--- src/rtl/shift_pkg.sv ---
// Shared types and constants for the parallel-to-serial transmitter.
// Holds the FSM state encoding, the default word width and the counter-width helper.
package shift_pkg;

    localparam int DEFAULT_WIDTH = 8;

    typedef enum logic {
        IDLE  = 1'b0,
        SHIFT = 1'b1
    } state_t;

    // Counter width for a 0..w-1 range; never narrower than one bit.
    function automatic int cnt_width(input int w);
        return (w > 1) ? $clog2(w) : 1;
    endfunction

endpackage

--- src/rtl/shift_bit_counter.sv ---
// Saturating 0..WIDTH-1 bit counter with clear > load > increment priority.
// Next-cycle update; no handshake, last_o flags the final count.
module shift_bit_counter
    import shift_pkg::*;
#(
    parameter int  WIDTH = DEFAULT_WIDTH,
    localparam int CW    = cnt_width(WIDTH)
) (
    input  logic          clk,
    input  logic          reset,
    input  logic          clr_i,
    input  logic          load_i,
    input  logic [CW-1:0] load_val_i,
    input  logic          inc_i,
    output logic [CW-1:0] cnt_o,
    output logic          last_o
);

    localparam logic [CW-1:0] MAX = CW'(WIDTH - 1);

    logic [CW-1:0] cnt_q;
    logic [CW-1:0] cnt_d;

    always_comb begin
        cnt_d = cnt_q;
        if (clr_i) begin
            cnt_d = '0;
        end else if (load_i) begin
            cnt_d = (load_val_i > MAX) ? MAX : load_val_i;
        end else if (inc_i && (cnt_q != MAX)) begin
            // Holds at MAX rather than wrapping.
            cnt_d = cnt_q + CW'(1);
        end
    end

    always_ff @(posedge clk) begin
        if (reset) begin
            cnt_q <= '0;
        end else begin
            cnt_q <= cnt_d;
        end
    end

    assign cnt_o  = cnt_q;
    assign last_o = (cnt_q == MAX);

endmodule

--- src/rtl/shift_tx.sv ---
// Parallel-to-serial transmitter: first bit on q one cycle after acceptance, WIDTH bits per frame.
// Backpressure: in_ready only in IDLE or on the last-bit cycle, so back-to-back frames run gap-free.
module shift_tx
    import shift_pkg::*;
#(
    parameter int WIDTH     = DEFAULT_WIDTH,
    parameter int MSB_FIRST = 1
) (
    input  logic             clk,
    input  logic             reset,
    input  logic             in_valid,
    input  logic [WIDTH-1:0] in_data,
    output logic             in_ready,
    output logic             q,
    output logic             q_valid,
    output logic             q_first,
    output logic             done
);

    localparam int            CW       = cnt_width(WIDTH);
    localparam logic [CW-1:0] PRE_LAST = CW'(WIDTH - 2);

    state_t           state_q, state_d;
    logic [WIDTH-1:0] sreg_q, sreg_d;
    logic             q_q, q_d;
    logic             q_valid_q, q_valid_d;
    logic             q_first_q, q_first_d;
    logic             done_q, done_d;

    logic             cnt_clr;
    logic             cnt_load;
    logic             cnt_inc;
    logic [CW-1:0]    cnt;
    logic             cnt_last;
    logic             accept;

    shift_bit_counter #(
        .WIDTH (WIDTH)
    ) u_cnt (
        .clk        (clk),
        .reset      (reset),
        .clr_i      (cnt_clr),
        .load_i     (cnt_load),
        .load_val_i ('0),
        .inc_i      (cnt_inc),
        .cnt_o      (cnt),
        .last_o     (cnt_last)
    );

    assign in_ready = (state_q == IDLE) || ((state_q == SHIFT) && cnt_last);
    assign accept   = in_valid && in_ready;

    always_comb begin
        state_d   = state_q;
        sreg_d    = sreg_q;
        q_d       = 1'b0;
        q_valid_d = 1'b0;
        q_first_d = 1'b0;
        done_d    = 1'b0;
        cnt_clr   = 1'b0;
        cnt_load  = 1'b0;
        cnt_inc   = 1'b0;

        if (accept) begin
            // The first bit goes straight from in_data so it appears one cycle after acceptance.
            state_d   = SHIFT;
            sreg_d    = in_data;
            q_d       = (MSB_FIRST != 0) ? in_data[WIDTH-1] : in_data[0];
            q_valid_d = 1'b1;
            q_first_d = 1'b1;
            cnt_load  = 1'b1;
        end else if (state_q == SHIFT) begin
            if (cnt_last) begin
                state_d = IDLE;
                cnt_clr = 1'b1;
            end else begin
                // sreg keeps the word aligned so the bit on q is always at the outgoing end.
                if (MSB_FIRST != 0) begin
                    q_d    = sreg_q[WIDTH-2];
                    sreg_d = {sreg_q[WIDTH-2:0], 1'b0};
                end else begin
                    q_d    = sreg_q[1];
                    sreg_d = {1'b0, sreg_q[WIDTH-1:1]};
                end
                q_valid_d = 1'b1;
                done_d    = (cnt == PRE_LAST);
                cnt_inc   = 1'b1;
            end
        end
    end

    always_ff @(posedge clk) begin
        if (reset) begin
            state_q   <= IDLE;
            sreg_q    <= '0;
            q_q       <= 1'b0;
            q_valid_q <= 1'b0;
            q_first_q <= 1'b0;
            done_q    <= 1'b0;
        end else begin
            state_q   <= state_d;
            sreg_q    <= sreg_d;
            q_q       <= q_d;
            q_valid_q <= q_valid_d;
            q_first_q <= q_first_d;
            done_q    <= done_d;
        end
    end

    assign q       = q_q;
    assign q_valid = q_valid_q;
    assign q_first = q_first_q;
    assign done    = done_q;

endmodule

--- config.mk ---
export PLATFORM = sky130hd
export DESIGN_NAME = shift_tx
export DESIGN_NICKNAME = d
export VERILOG_FILES = /design/src/rtl/shift_pkg.sv /design/src/rtl/shift_bit_counter.sv /design/src/rtl/shift_tx.sv
export SDC_FILE = /design/constraint.sdc
export NUM_CORES = 1
export LEC_CHECK = 0
export ABC_AREA = 1
export CAP_MARGIN = 5
export CORE_MARGIN = 2
export CORE_UTILIZATION = 41
export CTS_CLUSTER_SIZE = 16
export DETAILED_ROUTE_END_ITERATION = 12
export GPL_ROUTABILITY_DRIVEN = 0
export PLACE_DENSITY = 0.77
export REMOVE_ABC_BUFFERS = 1
export SETUP_SLACK_MARGIN = 0.5
export SYNTH_ARGS = -nofsm -noshare
export SYNTH_HDL_FRONTEND = slang
export SYNTH_SLANG_ARGS = --single-unit
--- constraint.sdc ---
create_clock -name clk -period 1.2 [get_ports clk]
set_clock_uncertainty 0.05 [all_clocks]
set_input_delay 0.24 -clock clk [delete_from_list [all_inputs] [get_ports clk]]
set_output_delay 0.24 -clock clk [all_outputs]
set_load 0.02 [all_outputs]
==> results.yml, run 1 <==
run_status:
  status: "complete, but fails checks"
  violations: "negative setup slack"
critical_path:
  crit_path_start: "u_cnt.cnt_o[1]"
  crit_path_max_incr_delay_ns: 0.34
  cp.depth: 10
  crit_top_cell: "nand2_1"
  reg2reg_setup_slack_ns: -0.26
  path_cells: "ha_4 > ha_4 > buf_6 > nor2_4 > buf_12 > nor2_4 > nand2_1 > inv_2 > nand2_1 > nand2_1"
  critPathCapture: "sreg_q[0]"
  rr_worst_depth: 10
  critPathBufInv: 3
  reg2reg_to: "sreg_q[0]"
  crit_path_max_fanout: 7
  cp.required_ns: 1.33
  critPathArrivalTime_ns: 1.59
  start_kind: "flop"
  worstSetupPathType: "reg -> reg"
  endpoint_kind: "flop"
  r2r-start: "u_cnt.cnt_o[1]"
  cpLargestDelayFamily: "flip-flops"
  critPathSlowestCell: "dfxtp_2"
synthesis:
  synth_mux_area_share_pct: 0
  synth-edff-count: 0
  synth_xor_area_share_pct: 0
  synth_top_family_by_area: "simple AND/OR/NAND/NOR gates"
  synthCells: 85
  netlist-cell-type-count: 16
  syn_area_per_cell_sq_um: 7.52
  ys_warn_count: 0
  syn_area_sq_um: 639
  ys.flop_type: "dfxtp_1"
  ys_top_cells_by_area: "dfxtp_1 44%, nand3_1 16%, nand2_1 12%, ha_1 5.9%, inv_1 4.1%"
  synth.cells.most_frequent: "21 x nand2_1, 21 x nand3_1, 14 x dfxtp_1, 7 x inv_1"
  ys_ff_latch: 14
  yosys.area.top_type: "dfxtp_1"
  seq_area_frac_synth_pct: 43.8
  synthAdderAreaFrac_pct: 5.87
  synth_compound_area_share_pct: 3.91
  netlist.area_leader.share_pct: 43.8
  async_flop_share_pct: 0
  synth-simple-area-share_pct: 35.8
cts:
  cts_buffers: 3
  clk_pin_slew_ns: 0.08
  cts.sinks: 14
  root_buffer: "clkbuf_4"
  cts_hold_buffers: 0
  cts_htree_levels: 1
  worstSkewPairLatency_ns: 0.28
  clk_path_buf_depth: 2
  cts_tree: "built"
grt:
  track_usage_pct: 15.8
  grt-ovfl-total: 0
  grt_pass1_vias: 525
  grt_max_degree: 16
  grt_pass1_wl_mm: 2.15
  grt_antenna_before_repair: 0
layout:
  diodes: 0
  post-route-cell-area_sq_um: 1050
  layout.nets: 127
  postLayoutCoreUtil_pct: 70.5
  final-seq-area_sq_um: 290
  drive_above_1_share_pct: 49.5
  multi_input_area_sq_um: 417
  nFillCells: 118
  area_delta_synth_final_pct: 64.2
detailed_routing:
  route.vias.total: 631
  drc: 0
  wire_per_inst_um: 12.1
  ant_nets: 0
  wl_mm: 1.54
  dr.pass1.iters: 4
  routed_via_density: 4.97
  drt_iter0_markers: 15
timing:
  fin_crit_sh_pct: 122
  period_minus_slack_ns: 1.46
  tightest_slew_ns: 0.339
  final_max_slew_viol_count: 0
  rsz0062_at_grt: "yes"
  finalHoldViolations: 0
  setup_violations: 14
  fin_ws_ns: -0.259
  clock.fmax_mhz: 685
  slew_headroom_pct: 77.4
  tns_ns: -2.63
floorplan:
  core.rowCount: 14
  coreArea_sq_um: 1490
  die_h_um: 43.5
  ioPinCount: 16
  chipWidth_um: 43.5
  start_util_pct: 42.9
  dieArea_sq_um: 1890
flow_run:
  maxCapViolCount: 0
place:
  post-place-ws_ns: -0.446
  port_buffers: 15
  dpl_cell_area_sq_um: 856
  hpwl_um: 946
power:
  p_int_w: 0.000712
  p_total_w: 0.000982
  swShare_pct: 27.4
  p_clk_share_pct: 26.6
  ir_worst_vdd_mv: 0.591
  leakagePower_nw: 0.501
  comb_power_share_pct: 21.7
  p_switching_w: 0.000269
  p_seq_share_pct: 51.7
  p_per_area_nw_per_um2: 935
min_path:
  worstHoldPathType: "reg -> reg"
==> how the worst min path moves through the flow <==
stage,start,endpoint,slack (ns),cells past startpoint
after floorplan,reset,q_valid,0.26,1
after global placement,sreg_q[0],sreg_q[0],0.41,2
after detailed placement,u_cnt.cnt_o[2],done,0.41,2
after CTS,sreg_q[6],q,0.42,2
after global routing,in_data[0],sreg_q[0],0.46,3
final,sreg_q[6],q,0.44,2
==> per-stage QoR <==
step / instances / hold slack (ns)
finish: 127 / 0.438
global route: 127 / 0.459
CTS: 125 / 0.425
detailed placement: 121 / 0.411
global placement: 121 / 0.412
floorplan: 82 / 0.262
==> cells by family after synthesis <==
| family | Yosys count |
|---|---|
| compound gates | 5 |
| simple gates | 49 |
| flops | 14 |
| buf+inv | 14 |
| fa+ha+maj | 3 |
==> power groups by stage <==
stage	registers (W)	logic (W)	clock network, W
floorplan	0.000516	0.0000699	0
global placement	0.000510	0.000168	0
detailed placement	0.000511	0.000170	0
CTS	0.000503	0.000188	0.000276
global route	0.000509	0.000232	0.000296
finish	0.000508	0.000213	0.000261
==> worst min-delay path, delay by kind of cell (launching register included) <==
kind | cells | cell delay, ns
simple gates | 2 | 0.13
flops | 1 | 0.32
==> routing by layer <==
layer	up-vias	share of wire, %	GRT usage (%)
met5	-	0	0
met2	20	52	24.2
met4	0	0.13	7.27
met1	284	42	18.7
li1	325	-	-
met3	2	5.9	7.50
==> final cells by class <==
cell class / instances / share of cell area (%)
tap: 16 / 1.91
multi-input combinational: 57 / 39.7
inverter: 11 / 3.93
sequential: 14 / 27.7
timing repair buffer: 26 / 24.7
clock buffer: 3 / 2.15
==> placed cells by master, fill, tap and decap left out, drive strengths merged <==
cell | synthesis | final
nand2 | 22 | 22
nand3 | 21 | 21
buf | 3 | 16
dfxtp | 14 | 14
inv | 11 | 11
clkdlybuf4s50 | 0 | 10
nor2 | 4 | 4
a21oi | 4 | 4
clkbuf | 0 | 3
ha | 3 | 3
nor3 | 1 | 1
o21ai | 1 | 1
or2 | 1 | 1
==> state kept, by name, summed over array words and instances (netlist names) <==
| signal | cells |
|---|---|
| u_cnt.cnt_o | 3 |
| q_first | 1 |
| q_valid | 1 |
| done | 1 |
| sreg_q | 7 |
| q | 1 |
==> repair_timing <==
item / CTS / global route
pin swaps: 4 / 7
setup endpoints to repair: 19 / 19
resized for setup: 46 / 21
gates cloned: 0 / 0
buffers inserted: 1 / 2
Note: power is estimated with default switching activity, not from simulation.
==> inputs of run 2 (changes only) <==
- CAP_MARGIN: 5 -> 20
==> results of run 2 <==
Final layout, timing and power as in run 1 (identical DEF).
==> inputs of run 3 (changes only) <==
- CORE_ASPECT_RATIO: unset -> 0.9
==> results.yml, run 3 (same netlist as run 1, synthesis figures left out) <==
critical_path:
  reg2reg_setup_slack_ns: -0.26
  crit_path_start: "u_cnt.cnt_o[1]"
  reg2reg_to: "q"
  endpoint_kind: "flop"
  crit_path_max_fanout: 6
  r2r-start: "u_cnt.cnt_o[1]"
  critPathArrivalTime_ns: 1.59
  critPathCapture: "q"
  rr_worst_depth: 10
  cp.required_ns: 1.33
  worstSetupPathType: "reg -> reg"
  start_kind: "flop"
floorplan:
  dieArea_sq_um: 1890
  die_h_um: 41.5
  start_util_pct: 44.2
  chipWidth_um: 45.6
  coreArea_sq_um: 1450
  ioPinCount: 16
  core.rowCount: 13
timing:
  slew_headroom_pct: 76.7
  clock.fmax_mhz: 685
  fin_crit_sh_pct: 122
  rsz0062_at_grt: "yes"
  period_minus_slack_ns: 1.46
  tns_ns: -2.75
  finalHoldViolations: 0
  tightest_slew_ns: 0.349
  fin_ws_ns: -0.259
  final_max_slew_viol_count: 0
  setup_violations: 14
cts:
  clk_pin_slew_ns: 0.08
  cts_htree_levels: 1
  worstSkewPairLatency_ns: 0.28
  cts_tree: "built"
  cts.sinks: 14
  clk_path_buf_depth: 2
  root_buffer: "clkbuf_4"
  cts_buffers: 3
layout:
  final-seq-area_sq_um: 287
  top_register: "sreg_q"
  largest_register_ffs: 7
  drive_above_1_share_pct: 36.6
  final_cell_mix: "19 x nand3_1, 18 x nand2_1, 10 x clkdlybuf4s50_1"
  nFillCells: 125
  post-route-cell-area_sq_um: 1010
  area_delta_synth_final_pct: 57.3
  layout.nets: 127
  layout_commonest_cell: "nand3_1"
  multi_input_area_sq_um: 354
  diodes: 0
grt:
  grt-ovfl-total: 0
  grt_pass1_wl_mm: 2.25
  grt_pass1_vias: 560
  grt_antenna_before_repair: 0
  track_usage_pct: 16.6
  grt_max_degree: 16
min_path:
  worstHoldPathType: "reg -> reg"
power:
  leakagePower_nw: 0.492
  p_per_area_nw_per_um2: 1040
  ir_worst_vdd_mv: 0.717
place:
  port_buffers: 15
  post-place-ws_ns: -0.454
  hpwl_mm: 1.01
  dpl_cell_area_sq_um: 862
detailed_routing:
  dr.pass1.iters: 4
  wl_mm: 1.43
  wire_per_inst_um: 11.2
  ant_nets: 0
  routed_via_density: 4.95
  drc: 0
  drt_iter0_markers: 14
  route.vias.total: 629
flow_run:
  maxCapViolCount: 0
run_status:
  status: "complete, but fails checks"
  violations: "negative setup slack"
[run 3: worst min path at each step]
| stage | start | end | slack [ns] | cells after the start |
|---|---|---|---|---|
| after floorplan | reset | q_valid | 0.26 | 1 |
| after global placement | sreg_q[0] | sreg_q[0] | 0.41 | 2 |
| after detailed placement | sreg_q[0] | sreg_q[0] | 0.41 | 2 |
| after CTS | sreg_q[0] | sreg_q[0] | 0.43 | 2 |
| after global routing | in_data[7] | q | 0.44 | 3 |
| final | sreg_q[0] | sreg_q[0] | 0.43 | 2 |
[run 3: per-layer routing]
| layer | routed length, um | vias up | GRT usage, % |
|---|---|---|---|
| li1 | - | 326 | - |
| met1 | 631 | 281 | 18.7 |
| met2 | 700 | 18 | 27.0 |
| met3 | 55 | 4 | 3.91 |
| met4 | 37 | 0 | 10.6 |
| met5 | 0 | - | 0 |
[run 3: critical path, stage by stage (launching register included)]
cell and delay [ns]:
dfxtp_2 0.34, ha_4 0.16, ha_4 0.16, buf_6 0.11, nor2_4 0.15, buf_12 0.14, nor2_4 0.03, nand2_2 0.06
inv_2 0.05, nand2_1 0.05, nand2_1 0.05
[run 3: layout make-up]
| type | instances | share of cell area (%) |
|---|---|---|
| multi-input combinational | 57 | 35.2 |
| inverter | 11 | 4.10 |
| clock buffer | 4 | 3.61 |
| tap | 15 | 1.87 |
| sequential | 14 | 28.5 |
| timing repair buffer | 26 | 26.7 |
[run 3: per-stage QoR]
stage                     util, %  power (W)  cells  hold WS [ns]
after global routing         69.5    0.00109    127         0.438
after global placement       59.6   0.000678    121         0.409
after floorplan                 -   0.000586     82         0.262
final                        69.5    0.00104    127         0.431
after CTS                    65.0    0.00103    126         0.427
after detailed placement     59.6   0.000683    121         0.413
[run 3: power breakdown]
part	switching, W	internal (W)	total, W	leakage (nW)
Sequential	0.0000160	0.000488	0.000504	0.117
Combinational	0.0000943	0.000107	0.000202	0.354
Clock	0.000152	0.000185	0.000337	0.0210
Total	0.000262	0.000780	0.00104	0.492
[run 3: timing repair]
item	in CTS	in global routing
endpoints found under the setup margin	19	19
gates cloned	0	1
hold buffers	0	0
pin swaps	0	7
buffers inserted	1	0
gates resized for setup	38	10
endpoints found under the hold margin	0	0
==> variant, RTL diff (flow settings as in run 1) <==
Reset style: asynchronous (`reset`), changed in 2 clocked blocks.
--- a/src/rtl/shift_bit_counter.sv
+++ b/src/rtl/shift_bit_counter.sv
@@ -34,5 +34,5 @@
     end
 
-    always_ff @(posedge clk) begin
+    always_ff @(posedge clk or posedge reset) begin
         if (reset) begin
             cnt_q <= '0;
--- a/src/rtl/shift_tx.sv
+++ b/src/rtl/shift_tx.sv
@@ -90,5 +90,5 @@
     end
 
-    always_ff @(posedge clk) begin
+    always_ff @(posedge clk or posedge reset) begin
         if (reset) begin
             state_q   <= IDLE;
Formal check against the unedited RTL: differs if reset is asserted again (counterexample within 4 cycles, from zero or initial values and one cycle with reset high); with reset held inactive, the same outputs for 10 cycles.
==> variant against run 1 <==
The flow still finishes with violations (negative setup slack). Area after synthesis increased by 2.3%. Sequential share of layout area increased by 4.4 points. Routed wire length increased by 15%. Final area increased by 4.4%. Synthesized cell count decreased by 18%. Utilization increased by 2.3 points. Sequential cell count unchanged. Die area increased by 2.1%. Setup slack got worse by 0.093 ns. Critical endpoint is now in_ready. Count of clock-buffer cells in the layout unchanged.
Power is not compared: it rests on default switching activity, and its combinational part moved more than twofold at a synthesized area within 25%.
==> variant: results (changes against run 1) <==
Setup violators final: 15 (was 14)
WL met2: 1010 um (was 803 um)
Met3 Wirelength: 72 um (was 90 um)
Inverters, non-clock: 7 (was 11)
Hpwl dp: 1010 um (was 946 um)
R2R setup slack: -0.28 ns (was -0.26 ns)
Vias: 612 (was 631)
Area fraction in compound gates after synthesis: 2.87% (was 3.91%)
Violated checks: negative setup slack (unchanged)
HP Class: primary input to asynchronous set/reset pin (was register to register)
Top cells by area, synth: dfrtp_1 (54%), nand3_1 (15%), nand2_1 (9.2%), ha_1 (5.7%), buf_6 (3.4%) (was dfxtp_1 (44%), nand3_1 (16%), nand2_1 (12%), ha_1 (5.9%), inv_1 (4.1%))
Seq area share: 32.1% (was 27.7%)
Most instantiated cells after synthesis: nand3_1 (20), nand2_1 (16), dfrtp_1 (14) (was nand2_1 (21), nand3_1 (21), dfxtp_1 (14))
Multi-input gates: 46 (was 57)
Post-placement cell count: 110 (was 121)
Critical path fanouts, max: 3 (was 7)
Outcome: complete, but fails checks (unchanged)
Largest stage delay on the critical path: 0.40 ns (was 0.34 ns)
Data buffer area share: 33.7% (was 24.7%)
Crit Path Class: register to primary output (was register to register)
Post-synth top flop: dfrtp_1 (was dfxtp_1)
Global-route wire length before repair: 2480 um (was 2150 um)
WP data arrival: 1.26 ns (was 1.59 ns)
Hold Slack: 0.202 ns (was 0.438 ns)
Relative slew slack: 85.0% (was 77.4%)
Setup slack after layout: -0.352 ns (was -0.259 ns)
Vias in the first global route: 581 (was 525)
FILL cells: 107 (was 118)
Area of the multi-input gates: 307 um^2 (was 417 um^2)
DRT iter0 DRCs: 3 (was 15)
M2 GR Usage: 32.6% (was 24.2%)
Die X: 44.0 um (was 43.5 um)
Post-synthesis adder-cell area fraction: 5.74% (was 5.87%)
Pin count of the biggest net entering global routing: 20 (was 16)
Setup TNS: -3.21 ns (was -2.63 ns)
R2R cell count: 8 (was 10)
M1 wire length: 677 um (was 641 um)
==> variant: timing repair <==
item | in CTS | in global routing
gates resized for setup | 36 | 19
hold buffers | 0 | 0
endpoints found under the setup margin | 19 | 19
cloned | 0 | 3
setup buffers | 1 | 4
pin swaps | 1 | 5
==> variant: how the worst max path moves through the flow <==
stage	end	slack, ns	cells past startpoint
after floorplan	sreg_q[1]$_DFFE_PP0P_	-0.42	6
after global placement	in_ready	-0.48	5
after detailed placement	in_ready	-0.49	5
after CTS	in_ready	-0.34	5
after global routing	in_ready	-0.39	5
final	in_ready	-0.35	5
==> variant: power breakdown <==
group / switching (mW) / internal [mW]
Clock: 0.153 / 0.117
Combinational: 0.632 / 0.854
Sequential: 0.116 / 0.646
Total: 0.902 / 1.62
==> variant: cells by family after synthesis <==
kind of cell / after synthesis
adder cells (fa/ha/maj): 3
AO/OA/AOI/OAI: 3
flip-flops: 14
AND/OR/NAND/NOR: 40
buffers and inverters: 10
